`src/rtl/mips_rf_pkg.sv`:
```
// Shared register-file constants for the MIPS datapath.
// Every read/write port sizes itself from these defaults.
package mips_rf_pkg;

  localparam int RF_WIDTH  = 32;
  localparam int RF_DEPTH  = 32;
  localparam int RF_ADDR_W = 5;

  localparam logic [RF_ADDR_W-1:0] ZERO_ADDR = 5'd0;

endpackage

```
`src/rtl/mux_n_to_1.sv`:
```
// Generic N-to-1 word multiplexer over a packed input bus.
// Word k of the bus is din[k*WIDTH +: WIDTH].
module mux_n_to_1 #(
  parameter int WIDTH = 32,
  parameter int N     = 32,
  parameter int SEL_W = 5
) (
  input  logic [N*WIDTH-1:0] din,
  input  logic [SEL_W-1:0]   sel,
  output logic [WIDTH-1:0]   dout
);

  // Word select; a select beyond N yields zero so the output is never undefined
  always_comb begin
    if (int'(sel) < N) begin
      dout = din[int'(sel)*WIDTH +: WIDTH];
    end else begin
      dout = {WIDTH{1'b0}};
    end
  end

endmodule

```
`src/rtl/reg_file_mp.sv`:
```
// Multi-port register file: one synchronous write port and NUM_RD read ports,
// with optional zero register, write-first bypass and registered read data.
module reg_file_mp
  import mips_rf_pkg::*;
#(
  parameter  int WIDTH    = RF_WIDTH,
  parameter  int DEPTH    = RF_DEPTH,
  parameter  int NUM_RD   = 2,
  parameter  int REG_RD   = 0,
  parameter  int ZERO_REG = 1,
  parameter  int BYPASS   = 1,
  localparam int ADDR_W   = $clog2(DEPTH)
) (
  input  logic                     clk,
  input  logic                     reset,
  input  logic                     we,
  input  logic [ADDR_W-1:0]        wr_addr,
  input  logic [WIDTH-1:0]         wr_data,
  input  logic [NUM_RD-1:0]        rd_en,
  input  logic [NUM_RD*ADDR_W-1:0] rd_addr,
  output logic [NUM_RD*WIDTH-1:0]  rd_data
);

  localparam logic [ADDR_W-1:0] ZERO_A = ADDR_W'(ZERO_ADDR);

  logic [WIDTH-1:0]       mem_r [DEPTH];
  logic [DEPTH*WIDTH-1:0] mem_flat_s;
  logic                   wr_zero_s;
  logic                   eff_wr_s;

  // Write qualification; gating with reset keeps bypass silent while in reset
  always_comb begin
    wr_zero_s = (ZERO_REG != 0) && (wr_addr == ZERO_A);
    eff_wr_s  = reset && we && !wr_zero_s;
  end

  // Storage array with asynchronous clear
  always_ff @(posedge clk or negedge reset) begin
    if (!reset) begin
      for (int i = 0; i < DEPTH; i++) begin
        mem_r[i] <= {WIDTH{1'b0}};
      end
    end else if (eff_wr_s) begin
      mem_r[wr_addr] <= wr_data;
    end
  end

  for (genvar i = 0; i < DEPTH; i++) begin : g_flat
    assign mem_flat_s[i*WIDTH +: WIDTH] = mem_r[i];
  end

  for (genvar p = 0; p < NUM_RD; p++) begin : g_rd
    logic [ADDR_W-1:0] addr_s;
    logic [WIDTH-1:0]  mux_s;
    logic [WIDTH-1:0]  val_s;
    logic              zero_s;
    logic              hit_s;

    assign addr_s = rd_addr[p*ADDR_W +: ADDR_W];

    mux_n_to_1 #(
      .WIDTH (WIDTH),
      .N     (DEPTH),
      .SEL_W (ADDR_W)
    ) u_mux (
      .din  (mem_flat_s),
      .sel  (addr_s),
      .dout (mux_s)
    );

    // Zero forcing has priority over the bypassed write data
    always_comb begin
      zero_s = (ZERO_REG != 0) && (addr_s == ZERO_A);
      hit_s  = (BYPASS != 0) && eff_wr_s && (wr_addr == addr_s);
      if (zero_s) begin
        val_s = {WIDTH{1'b0}};
      end else if (hit_s) begin
        val_s = wr_data;
      end else begin
        val_s = mux_s;
      end
    end

    if (REG_RD != 0) begin : g_reg
      logic [WIDTH-1:0] rd_r;

      // Read capture register, held while rd_en is low
      always_ff @(posedge clk or negedge reset) begin
        if (!reset) begin
          rd_r <= {WIDTH{1'b0}};
        end else if (rd_en[p]) begin
          rd_r <= val_s;
        end
      end

      assign rd_data[p*WIDTH +: WIDTH] = rd_r;
    end else begin : g_comb
      logic unused_en_s;
      assign unused_en_s               = rd_en[p];
      assign rd_data[p*WIDTH +: WIDTH] = val_s;
    end
  end

endmodule

```
`config.mk`:
```
export PLATFORM = sky130hd
export DESIGN_NAME = reg_file_mp
export DESIGN_NICKNAME = d
export VERILOG_FILES = /design/src/rtl/mips_rf_pkg.sv /design/src/rtl/mux_n_to_1.sv /design/src/rtl/reg_file_mp.sv
export SDC_FILE = /design/constraint.sdc
export NUM_CORES = 2
export LEC_CHECK = 0
export BUFFER_PORTS_ARGS = -buffer_cell sky130_fd_sc_hd__buf_2
export CORE_AREA = 2 2 309 311
export DETAILED_ROUTE_END_ITERATION = 8
export DIE_AREA = 0 0 311 313
export PLACE_DENSITY = 0.74
export SLEW_MARGIN = 20
export SYNTH_ARGS = -nofsm -noshare
export SYNTH_HDL_FRONTEND = slang
export SYNTH_SLANG_ARGS = --single-unit
```
`constraint.sdc`:
```
create_clock -name clk -period 3.3 [get_ports clk]
set_input_delay 0.495 -clock clk [delete_from_list [all_inputs] [get_ports clk]]
set_output_delay 0.495 -clock clk [all_outputs]
set_load 0.01 [all_outputs]
```
==> impl_metrics.csv <==
group,metric,value,unit
yosys,synth_async_sr_flop_share,100,%
drt,viasPerCell,7.20,
yosys,synth_top_family_by_area,"multiplexers",
drt,first_iter_violations,4718,
layout,drive_gt1_share,49.3,%
layout,nNetsFinal,4120,
sta,hold_viol,0,
layout,multi_input_area,0.0282,mm^2
sta,max_slew_margin,33.4,%
placed_design,dp_hpwl,117,mm
global_route,gr-total-overflow,0,
flow_run,maxCapViolations,0,
drt,vias,39000,
yosys,ys_ff_latch,1024,
layout,final_core_util,67.3,%
worst_setup_path,required,2.80,ns
power_and_ir_drop,power_density,543,mW/mm^2
worst_setup_path,end_kind,"primary output",
placed_design,place_inst,5221,
yosys,avgSynthCellArea,14.1,um^2
worst_setup_path,arrival,2.84,ns
global_route,grt_max_degree,181,
sta,rsz0062_at_grt,"false",
yosys,synth_edf_count,0,
global_route,grt_pass1_vias,39900,
yosys,synthAdderAreaFrac,0,%
clock_tree,cts-root-buf,"clkbuf_16",
sta,setup_violations,1,
clock_tree,cts_made_buffers,109,
worst_setup_path,rrSetupSlack,2.49,ns
placed_design,numPortBuffers,113,
die,row_count,113,
die,die_w,311,um
die,die_h,313,um
die,dieArea,0.0973,mm^2
yosys,yosysWarningCount,0,
drt,wirelength,188,mm
placed_design,place_congestion,0.886,
layout,area_growth,13.1,%
drt,firstDrtPassIters,5,
min_path,hp-class,"primary input to flip-flop",
sta,post-route-min-period,3.33,ns
yosys,synth_cell_types,64,
yosys,synth_compound_gate_area_share,6.04,%
worst_setup_path,path_cells,"buf_2 > xor2_1 > nor3_1 > buf_4 > nand4_1 > buf_4 > buf_4 > o21ai_0 > nor3_2 > nor3_1 > buf_4 > buf_2",
sta,fmax,0.300,GHz
layout,final-seq-area,0.0256,mm^2
clock_tree,clockBufferDepth,3,
drt,drtAntennaViolNets,0,
yosys,synthMuxAreaShare,41.4,%
yosys,yosysSeqAreaShare,45.7,%
yosys,synth_xor_area_share,0.156,%
die,io_pins,116,
worst_setup_path,slowest_delay,0.43,ns
yosys,synth_top_flop_cell,"dfrtp_1",
worst_setup_path,cp-start-kind,"primary input",
sta,finalClockSkew,0,ns
status,violations,"setup timing",
global_route,grtUsageTotal,38.7,%
global_route,antenna_found_initial,6,
drt,route.detailed.drc,0,
clock_tree,cts_max_level,3,
yosys,syn-instance-count,3968,
worst_setup_path,crit_top_cell,"buf_4",
yosys,yosys.area_share.simple,2.14,%
worst_setup_path,slowest_stage,"nor3_1",
sta,fin_crit_sh,101,%
layout,fillers,6668,
die,core-area,0.0942,mm^2
layout,largest_register_ffs,1024,
clock_tree,cts.sinks,1024,
worst_setup_path,crit_type,"primary input to primary output",
global_route,grt_pass1_wl,274,mm
power_and_ir_drop,p_leak,28.8,nW
yosys,syn_nets,4020,
die,start_util,59.5,%
clock_tree,cts_tree,"done",
worst_setup_path,cp_max_fo,15,
layout,instances_no_fill,5421,
clock_tree,clk_pin_slew,0.06,ns
clock_tree,clock_latency,0.72,ns
status,status,"finished with violations",
sta,slew_violations,0,
yosys,synth_area,0.0560,mm^2
power_and_ir_drop,ir_drop,0.000441,V
sta,tightestPinTransition,0.995,ns
sta,worst_slack,-0.0329,ns
drt,wl_per_cell,34.6,um
-- path summary, 6_finish.rpt --
| path | start | cells after the start | end |
|---|---|---|---|
| worst min-delay path | wr_data[11] | 2 | mem_flat_s[715] |
| worst max-delay path | wr_addr[2] | 12 | rd_data[17] |
| min in group asynchronous | reset | 3 | mem_flat_s[22] |
| worst min register to register | mem_flat_s[9] | 0 | mem_flat_s[9] |
| max in group asynchronous | reset | 5 | mem_flat_s[701] |
| worst max register to register | mem_flat_s[193] | 1 | mem_flat_s[193] |
-- metrics by stage --
stage	total power, mW	setup TNS [ns]	area [um^2]	setup WS, ns	hold WS [ns]
6_report	34.4	-0.0329	63400	-0.0329	0.316
5_1_grt	35.5	0	63300	0.00181	0.317
4_1_cts	34.3	0	63300	0.00958	0.287
3_5_place_dp	21.5	-0.139	59500	-0.0889	0.379
3_3_place_gp	21.2	-0.110	59500	-0.0691	0.377
2_1_floorplan	19.4	0	56000	0.715	0.199
-- per-layer routing --
layer | vias up | share of wire (%) | routed length, um | track usage [%]
met5 | - | 0.030 | 56 | 0
li1 | 15400 | - | - | -
met2 | 2444 | 45 | 84100 | 58.3
met3 | 625 | 12 | 22400 | 11.9
met1 | 20500 | 38 | 70500 | 51.2
met4 | 8 | 5.7 | 10700 | 19.3
-- synth_stat cells (all sizes together) (5+ instances only) --
cell / instances / share of area, %
o22ai: 50 / 0.56
a22o: 5 / 0.078
o221ai: 9 / 0.14
buf: 235 / 3.1
nor3: 19 / 0.17
a221o: 13 / 0.23
o21ai: 100 / 0.89
a22oi: 66 / 0.88
nor2b: 17 / 0.19
o311ai: 5 / 0.078
o22a: 9 / 0.14
o211ai: 22 / 0.29
mux2i: 368 / 6.6
nand2b: 12 / 0.13
dfrtp: 1024 / 46
a21oi: 71 / 0.63
mux4: 356 / 14
xor2: 8 / 0.13
nand2: 86 / 0.58
a2111oi: 10 / 0.18
mux2: 1017 / 20
clkbuf: 209 / 1.4
nor2: 77 / 0.52
a31oi: 18 / 0.20
nand3: 16 / 0.14
or3: 6 / 0.067
a211oi: 14 / 0.20
a221oi: 80 / 1.3
nor3b: 6 / 0.11
-- layout by cell type (no fill, tap or decap), drive strengths merged, types with 71 or more instances in the layout --
master and n:
dfrtp 1024, mux2 1017, buf 431, mux2i 368
mux4 356, clkbuf 154, o21ai 100, nand2 86
a221oi 80, nor2 77, a21oi 71
-- where the power goes --
group | switching, mW | internal [mW] | total, mW | leakage, nW
Clock | 5.34 | 7.65 | 13.0 | 1.86
Sequential | 1.19 | 14.2 | 15.4 | 13.6
Combinational | 2.80 | 3.26 | 6.06 | 13.3
-- cell type report --
class                      instances  share of cell area (%)
sequential                      1024                    40.4
clock buffer                     153                    5.02
clock inverter                    41                   0.932
inverter                           6                  0.0355
tap                             1265                    2.50
antenna                            5                  0.0197
timing repair buffer             433                    6.59
multi-input combinational       2494                    44.5
-- logic make-up after synthesis --
group / Yosys count
AOI/OAI and AO/OA: 487
xor gates and xnor gates: 10
buffers and inverters: 450
DFF: 1024
muxes: 1741
and+or+nand+nor: 256
-- what timing repair did --
item / in CTS / in global routing
setup buffers: 0 / 0
endpoints found under the hold margin: 9 / 0
endpoints found under the setup margin: 2 / 14
resized for setup: 2 / 11
hold buffers: 1 / 0
-- worst max-delay path: cells and delay by family --
family          cells  cell delay [ns]
compound gates      1             0.14
xor+xnor            1             0.17
buf+inv             6             1.10
simple gates        4             0.91
Power figures use the tool's default switching activity.
